$ cat config.mk
export PLATFORM = sky130hd
export DESIGN_NAME = vip_edge_bbox_stats
export DESIGN_NICKNAME = d
export VERILOG_FILES = /design/src/rtl/vip_edge_pkg.sv /design/src/rtl/vip_frame_xy_counter.sv /design/src/rtl/vip_edge_bbox_stats.sv
export SDC_FILE = /design/constraint.sdc
export NUM_CORES = 1
export LEC_CHECK = 0
export ABC_AREA = 0
export CORE_UTILIZATION = 50
export CTS_CLUSTER_SIZE = 10
export DETAILED_ROUTE_END_ITERATION = 7
export MAX_ROUTING_LAYER = met4
export PLACE_DENSITY = 0.7
export SYNTH_ARGS = -nofsm -noshare
export SYNTH_HDL_FRONTEND = slang
export SYNTH_HIERARCHICAL = 1
export SYNTH_SLANG_ARGS = --single-unit
export TNS_END_PERCENT = 5
$ cat constraint.sdc
create_clock -name clk -period 4.8 [get_ports clk]
set_input_delay 0.48 -clock clk [delete_from_list [all_inputs] [get_ports clk]]
set_output_delay 0.48 -clock clk [all_outputs]
set_load 0.05 [all_outputs]
$ cat src/rtl/vip_edge_pkg.sv
// Shared coordinate/counter widths and FSM states for the VIP edge statistics stages.
// Declarations only: no latency, no flow control.
package vip_edge_pkg;
  localparam int VIP_X_W   = 11;
  localparam int VIP_Y_W   = 11;
  localparam int VIP_CNT_W = 22;

  typedef enum logic [1:0] {
    WAIT_SOF = 2'd0,
    ACTIVE   = 2'd1,
    REPORT   = 2'd2
  } vip_state_t;
endpackage

$ cat src/rtl/vip_frame_xy_counter.sv
// vsync edge detect plus x (pixel-in-line) and y (line-in-frame) counters for the current input pixel.
// Coordinates describe the pixel presented this cycle; edges are combinational; no backpressure (stream cannot stall).
module vip_frame_xy_counter
  import vip_edge_pkg::*;
#(
  parameter int X_W = VIP_X_W,
  parameter int Y_W = VIP_Y_W
) (
  input  logic           clk,
  input  logic           rst,
  input  logic           i_vsync,
  input  logic           i_href,
  input  logic           i_clken,
  output logic           o_vs_rise,
  output logic           o_vs_fall,
  output logic [X_W-1:0] o_x,
  output logic [Y_W-1:0] o_y
);
  logic           r_vsync_d;
  logic           r_href_d;
  logic [X_W-1:0] r_x;
  logic [Y_W-1:0] r_y;
  logic           w_hs_fall;

  assign o_vs_rise = i_vsync & ~r_vsync_d;
  assign o_vs_fall = ~i_vsync & r_vsync_d;
  assign w_hs_fall = ~i_href & r_href_d;
  assign o_x       = r_x;
  assign o_y       = r_y;

  // vsync history resets high so a frame already in flight at reset release is not seen as a new SOF.
  always_ff @(posedge clk) begin
    if (rst) begin
      r_vsync_d <= 1'b1;
      r_href_d  <= 1'b0;
      r_x       <= '0;
      r_y       <= '0;
    end else begin
      r_vsync_d <= i_vsync;
      r_href_d  <= i_href;
      if (w_hs_fall)
        r_x <= '0;
      else if (i_href && i_clken && !(&r_x))
        r_x <= r_x + X_W'(1);
      if (o_vs_rise)
        r_y <= '0;
      else if (w_hs_fall && !(&r_y))
        r_y <= r_y + Y_W'(1);
    end
  end
endmodule

$ cat src/rtl/vip_edge_bbox_stats.sv
// Per-frame edge-pixel count and bounding box of a binary edge stream, plus 1-cycle re-emitted stream with optional box overlay.
// Stream latency 1 cycle; box_valid 2 cycles after vsync is first sampled low; no backpressure (stream cannot stall).
module vip_edge_bbox_stats
  import vip_edge_pkg::*;
#(
  parameter int X_W          = VIP_X_W,
  parameter int Y_W          = VIP_Y_W,
  parameter int CNT_W        = VIP_CNT_W,
  parameter int MIN_EDGE_CNT = 16,
  parameter bit OVERLAY_EN   = 1'b1
) (
  input  logic             clk,
  input  logic             rst,
  input  logic             per_frame_vsync,
  input  logic             per_frame_href,
  input  logic             per_frame_clken,
  input  logic             per_img_Bit,
  output logic             post_frame_vsync,
  output logic             post_frame_href,
  output logic             post_frame_clken,
  output logic             post_img_Bit,
  output logic             box_valid,
  output logic             box_found,
  output logic [X_W-1:0]   box_xmin,
  output logic [X_W-1:0]   box_xmax,
  output logic [Y_W-1:0]   box_ymin,
  output logic [Y_W-1:0]   box_ymax,
  output logic [CNT_W-1:0] edge_cnt
);
  logic             w_vs_rise, w_vs_fall, w_edge, w_sof, w_hit;
  logic [X_W-1:0]   w_x;
  logic [Y_W-1:0]   w_y;
  vip_state_t       r_state;
  logic [X_W-1:0]   r_acc_xmin, r_acc_xmax, r_box_xmin, r_box_xmax, r_ov_xmin, r_ov_xmax;
  logic [Y_W-1:0]   r_acc_ymin, r_acc_ymax, r_box_ymin, r_box_ymax, r_ov_ymin, r_ov_ymax;
  logic [CNT_W-1:0] r_acc_cnt, r_box_cnt;
  logic             r_box_valid, r_box_found, r_ov_vld;
  logic             r_post_vsync, r_post_href, r_post_clken, r_post_bit;
  logic             w_res_empty, w_res_found, w_src_found;
  logic [X_W-1:0]   w_res_xmin, w_res_xmax, w_src_xmin, w_src_xmax;
  logic [Y_W-1:0]   w_res_ymin, w_res_ymax, w_src_ymin, w_src_ymax;

  vip_frame_xy_counter #(.X_W(X_W), .Y_W(Y_W)) u_xy (
    .clk       (clk),
    .rst       (rst),
    .i_vsync   (per_frame_vsync),
    .i_href    (per_frame_href),
    .i_clken   (per_frame_clken),
    .o_vs_rise (w_vs_rise),
    .o_vs_fall (w_vs_fall),
    .o_x       (w_x),
    .o_y       (w_y)
  );

  assign w_edge = per_frame_href & per_frame_clken & per_img_Bit;
  assign w_sof  = w_vs_rise & (r_state != ACTIVE);

  // An empty frame reports zero coordinates rather than the min/max seed values.
  assign w_res_empty = (r_acc_cnt == '0);
  assign w_res_found = (32'(r_acc_cnt) >= 32'(MIN_EDGE_CNT));
  assign w_res_xmin  = w_res_empty ? '0 : r_acc_xmin;
  assign w_res_xmax  = w_res_empty ? '0 : r_acc_xmax;
  assign w_res_ymin  = w_res_empty ? '0 : r_acc_ymin;
  assign w_res_ymax  = w_res_empty ? '0 : r_acc_ymax;

  // A frame starting in the REPORT cycle must overlay the result being published, not the stale one.
  assign w_src_found = (r_state == REPORT) ? w_res_found : r_box_found;
  assign w_src_xmin  = (r_state == REPORT) ? w_res_xmin  : r_box_xmin;
  assign w_src_xmax  = (r_state == REPORT) ? w_res_xmax  : r_box_xmax;
  assign w_src_ymin  = (r_state == REPORT) ? w_res_ymin  : r_box_ymin;
  assign w_src_ymax  = (r_state == REPORT) ? w_res_ymax  : r_box_ymax;

  always_ff @(posedge clk) begin
    if (rst || w_sof) begin
      r_acc_xmin <= '1;
      r_acc_xmax <= '0;
      r_acc_ymin <= '1;
      r_acc_ymax <= '0;
      r_acc_cnt  <= '0;
    end else if ((r_state == ACTIVE) && w_edge) begin
      if (w_x < r_acc_xmin) r_acc_xmin <= w_x;
      if (w_x > r_acc_xmax) r_acc_xmax <= w_x;
      if (w_y < r_acc_ymin) r_acc_ymin <= w_y;
      if (w_y > r_acc_ymax) r_acc_ymax <= w_y;
      if (!(&r_acc_cnt)) r_acc_cnt <= r_acc_cnt + CNT_W'(1);
    end
  end

  always_ff @(posedge clk) begin
    if (rst) begin
      r_state     <= WAIT_SOF;
      r_box_valid <= 1'b0;
      r_box_found <= 1'b0;
      r_box_xmin  <= '0;
      r_box_xmax  <= '0;
      r_box_ymin  <= '0;
      r_box_ymax  <= '0;
      r_box_cnt   <= '0;
    end else begin
      r_box_valid <= 1'b0;
      case (r_state)
        WAIT_SOF: if (w_vs_rise) r_state <= ACTIVE;
        ACTIVE:   if (w_vs_fall) r_state <= REPORT;
        REPORT: begin
          r_box_valid <= 1'b1;
          r_box_found <= w_res_found;
          r_box_xmin  <= w_res_xmin;
          r_box_xmax  <= w_res_xmax;
          r_box_ymin  <= w_res_ymin;
          r_box_ymax  <= w_res_ymax;
          r_box_cnt   <= r_acc_cnt;
          r_state     <= w_vs_rise ? ACTIVE : WAIT_SOF;
        end
        default: r_state <= WAIT_SOF;
      endcase
    end
  end

  always_ff @(posedge clk) begin
    if (rst) begin
      r_ov_vld  <= 1'b0;
      r_ov_xmin <= '0;
      r_ov_xmax <= '0;
      r_ov_ymin <= '0;
      r_ov_ymax <= '0;
    end else if (w_vs_rise) begin
      r_ov_vld  <= OVERLAY_EN & w_src_found;
      r_ov_xmin <= w_src_xmin;
      r_ov_xmax <= w_src_xmax;
      r_ov_ymin <= w_src_ymin;
      r_ov_ymax <= w_src_ymax;
    end
  end

  assign w_hit = r_ov_vld &
                 ((((w_x == r_ov_xmin) || (w_x == r_ov_xmax)) && (w_y >= r_ov_ymin) && (w_y <= r_ov_ymax)) ||
                  (((w_y == r_ov_ymin) || (w_y == r_ov_ymax)) && (w_x >= r_ov_xmin) && (w_x <= r_ov_xmax)));

  always_ff @(posedge clk) begin
    if (rst) begin
      r_post_vsync <= 1'b0;
      r_post_href  <= 1'b0;
      r_post_clken <= 1'b0;
      r_post_bit   <= 1'b0;
    end else begin
      r_post_vsync <= per_frame_vsync;
      r_post_href  <= per_frame_href;
      r_post_clken <= per_frame_clken;
      r_post_bit   <= per_frame_href & (per_img_Bit | (per_frame_clken & w_hit));
    end
  end

  assign post_frame_vsync = r_post_vsync;
  assign post_frame_href  = r_post_href;
  assign post_frame_clken = r_post_clken;
  assign post_img_Bit     = r_post_bit;
  assign box_valid        = r_box_valid;
  assign box_found        = r_box_found;
  assign box_xmin         = r_box_xmin;
  assign box_xmax         = r_box_xmax;
  assign box_ymin         = r_box_ymin;
  assign box_ymax         = r_box_ymax;
  assign edge_cnt         = r_box_cnt;
endmodule

# == After elaboration in Yosys (flattened, before gate mapping) ==
# Cells that the tools add are included.
# word_totals
reg_bits,208
input_bits,6
output_inout_bits,72
elab_cells,101
# classes
add_sub_neg,3
n_lt_le_gt_ge,9
eq_ne,9
mux,14
n_bitwise,14
reduce_logical,27
# ops
op,count
two-way mux 11 bit,8
equality test 11 bit,4
adder 11 x 1 -> 11 bit (second input constant),2
adder 22 x 1 -> 22 bit (second input constant),1
greater-or-equal comparator 11 bit,2
greater-or-equal comparator 22 x 5 -> 1 bit (second input constant),1
> comparator 11 bit,2
less-or-equal comparator 11 bit,2
logical NOT 22 bit,1
less-than comparator 11 bit,2
AND reduction 11 bit,2
AND reduction 22 bit,1
AND reduction 2 bit,6
bitwise AND 1 bit,9
logical AND 1 bit,8
case mux 2 bit (3 select lines),1
logical OR 1 bit,4
two-way mux 2 bit,2
!= test 2 x 1 -> 1 bit (second input constant),2
inverter 1 bit,4
OR reduction 2 bit,2
two-way mux 1 bit,3
equality test 2 x 1 -> 1 bit (second input constant),1
equality test 2 bit (second input constant),1
other kinds (4),5

# == Logic depth before layout (Yosys ltp) ==
# logic_depth
depth_word,9
ltp_mapped,9

# == Modules after synthesis ==
# Netlist, hierarchy kept.
# by_module_without_submodules
module,instances,cells_each,area_each_um2,seq_area_each_um2
vip_edge_bbox_stats,1,1035,9182.6,3703.6
vip_frame_xy_counter,1,135,1206.2,480.5

# == Least setup slack after synthesis ==
# OpenSTA, ideal clock, no wires.
# synth_path
kind,reg-to-reg
from,reg u_xy.r_x[10] (netlist: u_xy/o_x[10])
to,reg r_acc_xmax[2]
setup_ns,0.132
arrival_time_ns,1.910
t_required_ns,4.668
setup_slack_ns,2.758
stages_incl_launch_ff,8
n_path_buf,1
period_less_slack_ns,2.042
cell_sequence,dfxtp_1 > ha_1 > a21oi_1 > o21ai_0 > or4_1 > clkbuf_1 > nand3_1 > a21oi_1
# synth_via
elab_chain_len,2
# synth_rtl
element,line,source
from (decl),vip_frame_xy_counter.sv:21,logic [X_W-1:0] r_x;
from (signal assigned),vip_frame_xy_counter.sv:44,r_x <= r_x + X_W'(1);
> comparator 11 bit,vip_edge_bbox_stats.sv:82,if (w_x > r_acc_xmax) r_acc_xmax <= w_x;
AND reduction 2 bit (no line),--,
to (signal assigned),vip_edge_bbox_stats.sv:82,
to (decl),vip_edge_bbox_stats.sv:34,"logic [X_W-1:0] r_acc_xmin, r_acc_xmax, r_box_xmin, r_box_xmax, r_ov_xmin, r_ov_xmax;"
# Every way passes these cells.
# A chain may end at the register's enable or synchronous reset.

# == Final worst setup path ==
# layout_path
from,reg u_xy.r_x[5] (netlist: u_xy/o_x[5])
to,reg r_acc_xmin[2]
# layout_via
elab_chain_len,2
# layout_rtl
element,line,source
less-than comparator 11 bit,vip_edge_bbox_stats.sv:81,if (w_x < r_acc_xmin) r_acc_xmin <= w_x;
AND reduction 2 bit (no line),--,
to (signal assigned),vip_edge_bbox_stats.sv:81,
to (decl),vip_edge_bbox_stats.sv:34,
# Every way passes these cells.

==> impl_results.md <==
- Cells along the critical path: ha_1 -> a21o_1 -> a221o_1 -> a31oi_1 -> o21a_1 -> o211ai_1
- Number of port buffers: 77
- Measured slew at the worst slew-check pin: about 1.3 ns
- Starting density of the core: around half
- Crit Reg-Reg Endpoint: r_acc_xmin[2]$_SDFFE_PP1P_
- Worst-case vdd ir drop: approximately 0.22 mV
- Maximum count of clock buffers along a single path: 3
- Number of top-level pins: 78
- Type of the worst min-delay path: reg -> reg
- Clock tree from TritonCTS: yes
- Slew Limit Fails: 0
- Maximum clock frequency: ~340 MHz
- Area fraction in compound gates after synthesis: 22.7%
- Headroom to the max-slew limit: between 10% and 20%
- Ratio of total power to cell area: approximately 300 nW/um2
- Maximum number of pins on one net before global-route repair: 95
- Synth cell types: 63
- Number of buffers created by CTS: 25
- Share of post-route cells with drive strength above 1: under 10%
- Clock transition at the register clock pins on the worst setup and hold paths after CTS: 0.06 ns
- Sort of element at the end of the critical path: register
- Final weighted congestion in routability-driven placement: roughly 0.85
- Number of setup buffers added after CTS: 0
- R2r startpoint: u_xy/o_x[5]$_SDFFE_PP0P_
- GR Overflow Total: 0
- FF+latch area: about 4200 um2
- Final worst path period need: 2.96 ns
- Filler cells: 1,827
- Part of the Yosys area used for sequential elements: 40.3%
- Fraction of the core area covered by cells at the end of the flow: between 50% and 60%
- Antenna diode count: 0
- CTS root buffer: sky130_fd_sc_hd__clkbuf_16
- Via-to-Cell Ratio: ~5.8
- Number of standard cells after synthesis: 1,170
- Number of warnings reported in the yosys synthesis log: 6
- Routed Wire Length: roughly 25,000 um
- Family with the most delay on the worst path: compound AO/OA/AOI/OAI gates
- Number of placement rows: 52
- Syn Area/Cell: roughly 8.9 um2
- Proportion of synthesized area in mux cells: less than 1%
- DR iter-0 viols: between 400 and 500
- Initial antenna violation count: 0
- First-pass GRT wire length: about 42,000 um
- Number of vias after detailed routing: about 8,600
- Placeable core region: 20,300 um2
- Post-route cell area: between 10,000 and 15,000 um2
- Total number of clock tree sinks: 209
- Floorplan die area: between 20,000 and 25,000 um2
- Pre-antenna DRT Iters: 5
- Arrival time of the worst setup path: between 3 and 4 ns
- Routed wire per std cell: ~17 um
- Level count of the clock H-tree: 1
- Area taken by multi-input logic gates: roughly 5600 um2
- Synth async-reset ratio: 0%
- Die boundary height: ~150 um
- Synth Net Count: about 1,300
- Final #Nets: 1,321
- Synth Area in Simple Gates: 17.6%
- Final ANT Viol Nets: 0
- Crit-path slowest cell: sky130_fd_sc_hd__dfxtp_1
- Placed cell areas: about 11,000 um2
- Area share of fa/ha/maj cells after synthesis: 10.8%
- Final HPWL from detailed placement: 17,600 um
- Number of storage elements in the synthesis netlist: approximately 210
- Worst-Skew Late Latency: roughly 0.51 ns
- Critical Path RT: 5.17 ns
- Total of hold buffers inserted after clock tree synthesis: 0
- Pleak: approximately 4.7 nW
- Share of the synthesized netlist area taken by xor and xnor gates: just over 2%
- Final-layout setup total negative slack: 0 ns
- Largest family of logic cells by synthesized area: compound AO/OA/AOI/OAI gates
- Cell depth of the worst flop-to-flop path: 6
- Count of flip-flops with a built-in enable after synthesis: 0
- Count of endpoints failing hold in the final timing report: 0
- Critical path launch point: u_xy/o_x[5]$_SDFFE_PP0P_
- Reg-to-reg slack, setup: 1.84 ns
- Class of the most critical setup path: reg -> reg
- Die Wd: approximately 150 um
- Area delta synth->final: 15.6%
- Netlist area before placement: approximately 10,000 um2
- DRC Markers: 0
- Global router's overall resource usage: between 20 and 25%
- Setup repair after global routing missed its margin: false
- Final Setup Violations: 0
- Total of max-cap violations: 0
- Dominant register cell in the synthesized netlist: sky130_fd_sc_hd__dfxtp_1
- Post-route fraction of the period consumed by the critical path: 61.7%
- Kind of launch point of the worst setup path: register
- Worst Clk Skew: 0.00905 ns
- Timing endpoint of the critical path: r_acc_xmin[2]$_SDFFE_PP1P_
- Total buffers and inverters traversed by the critical path: 0
- Total number of cells along the worst setup path: 6
- Run status: finished, final reports clean
- Max FO, Critical Path: 12
- Vias in the first global route: roughly 8,300
- Peak per-stage delay on the critical path: a little under 0.7 ns
- Number of resized instances in the post-cts repair step: 0
-- registers in the layout (all words and copies together) (netlist names), 2 cells and up --
| name | cells |
|---|---|
| u_xy/o_y | 11 |
| r_ov_xmax | 11 |
| r_acc_ymin | 11 |
| box_ymax | 11 |
| r_ov_ymax | 11 |
| r_acc_ymax | 11 |
| r_ov_xmin | 11 |
| r_acc_xmax | 11 |
| r_state | 2 |
| u_xy/o_x | 11 |
| r_acc_cnt | 22 |
| edge_cnt | 22 |
| r_acc_xmin | 11 |
| r_ov_ymin | 11 |
| box_xmin | 11 |
| box_xmax | 11 |
| box_ymin | 11 |
-- power breakdown --
group          internal, mW  switching (mW)  leakage, nW
clock                 0.957           0.682        0.331
sequential             1.76          0.0177         1.69
combinational        0.0660           0.125         2.64
total                  2.78           0.825         4.66
-- cells in the mapped netlist, types with 9 or more instances --
master | instances | area (um2)
sky130_fd_sc_hd__and3_1 | 10 | 62.6
sky130_fd_sc_hd__nand2_1 | 70 | 263
sky130_fd_sc_hd__nand4_1 | 25 | 156
sky130_fd_sc_hd__xor2_1 | 9 | 78.8
sky130_fd_sc_hd__dfxtp_1 | 209 | 4180
sky130_fd_sc_hd__nand3_1 | 48 | 240
sky130_fd_sc_hd__ha_1 | 90 | 1130
sky130_fd_sc_hd__o211ai_1 | 46 | 345
sky130_fd_sc_hd__a22oi_2 | 35 | 438
sky130_fd_sc_hd__a211oi_1 | 51 | 383
sky130_fd_sc_hd__inv_1 | 93 | 349
sky130_fd_sc_hd__clkbuf_1 | 48 | 180
sky130_fd_sc_hd__xnor2_1 | 15 | 131
sky130_fd_sc_hd__a21oi_1 | 76 | 380
sky130_fd_sc_hd__a21o_1 | 15 | 113
sky130_fd_sc_hd__nor3_1 | 17 | 85.1
sky130_fd_sc_hd__o21ai_0 | 43 | 215
sky130_fd_sc_hd__nor2_1 | 143 | 537
sky130_fd_sc_hd__nor2b_1 | 12 | 75.1
-- logic make-up (layout without fill, tap and decap cells) --
logic type / Yosys count / after routing
flops: 209 / 209
buf+inv: 158 / 218
compound gates: 309 / 309
simple gates: 376 / 376
fa+ha+maj: 90 / 90
xor+xnor: 24 / 24
mux: 4 / 4
-- final cells by class --
class                   count  area share [%]
multi-input cells         803            46.5
flip-flops and latches    209            34.8
repair buffers             93            7.37
clock buffers              31            5.56
inverters                  93            2.91
well taps                 270            2.81
clock inverters             1          0.0417
-- layer usage --
metal | vias up | part of all wire (%) | global-route usage (%)
met2 | 221 | 47 | 40.6
li1 | 4301 | - | -
met5 | - | 0 | -
met4 | 0 | 4.2 | 10.2
met1 | 4043 | 44 | 30.5
met3 | 73 | 4.3 | 3.06
-- worst min path at each step --
stage / slack (ns) / start / endpoint / cells after the start
2_1_floorplan: 0.46 / r_acc_cnt[1]$_SDFFE_PP0P_ / edge_cnt[1]$_SDFFE_PP0P_ / 2
3_3_place_gp: 0.44 / edge_cnt[4]$_SDFFE_PP0P_ / edge_cnt[4]$_SDFFE_PP0P_ / 2
3_5_place_dp: 0.45 / edge_cnt[3]$_SDFFE_PP0P_ / edge_cnt[3]$_SDFFE_PP0P_ / 2
4_1_cts: 0.46 / edge_cnt[3]$_SDFFE_PP0P_ / edge_cnt[3]$_SDFFE_PP0P_ / 2
5_1_grt: 0.47 / edge_cnt[6]$_SDFFE_PP0P_ / edge_cnt[6]$_SDFFE_PP0P_ / 2
6_report: 0.45 / edge_cnt[5]$_SDFFE_PP0P_ / edge_cnt[5]$_SDFFE_PP0P_ / 2
-- layout by cell type, fill, tap and decap left out, types with 43 or more instances in the layout --
master                            synthesis  layout
sky130_fd_sc_hd__dfxtp_1                209     209
sky130_fd_sc_hd__nor2_1                 143     143
sky130_fd_sc_hd__inv_1                   93      93
sky130_fd_sc_hd__ha_1                    90      90
sky130_fd_sc_hd__a21oi_1                 76      76
sky130_fd_sc_hd__clkdlybuf4s50_1          0      76
sky130_fd_sc_hd__nand2_1                 70      69
sky130_fd_sc_hd__a211oi_1                51      51
sky130_fd_sc_hd__nand3_1                 48      48
sky130_fd_sc_hd__o211ai_1                46      46
sky130_fd_sc_hd__o21ai_0                 43      43
-- metrics by stage --
step,cells,setup WS (ns),power (mW),hold slack [ns]
after detailed placement,1467,1.57,2.00,0.448
after global placement,1467,1.64,2.00,0.442
after floorplan,1170,2.76,1.95,0.458
after global routing,1500,1.72,3.73,0.471
final,1500,1.84,3.61,0.453
after CTS,1499,1.93,3.64,0.455
-- worst reg2reg max path, cell delays in order, from the launching register on --
cell and delay, ns:
sky130_fd_sc_hd__dfxtp_1 0.69, sky130_fd_sc_hd__ha_1 0.35, sky130_fd_sc_hd__a21o_1 0.18, sky130_fd_sc_hd__a221o_1 0.34, sky130_fd_sc_hd__a31oi_1 0.69, sky130_fd_sc_hd__o21a_1 0.44
sky130_fd_sc_hd__o211ai_1 0.14
Note: power is estimated with default switching activity, not from simulation.
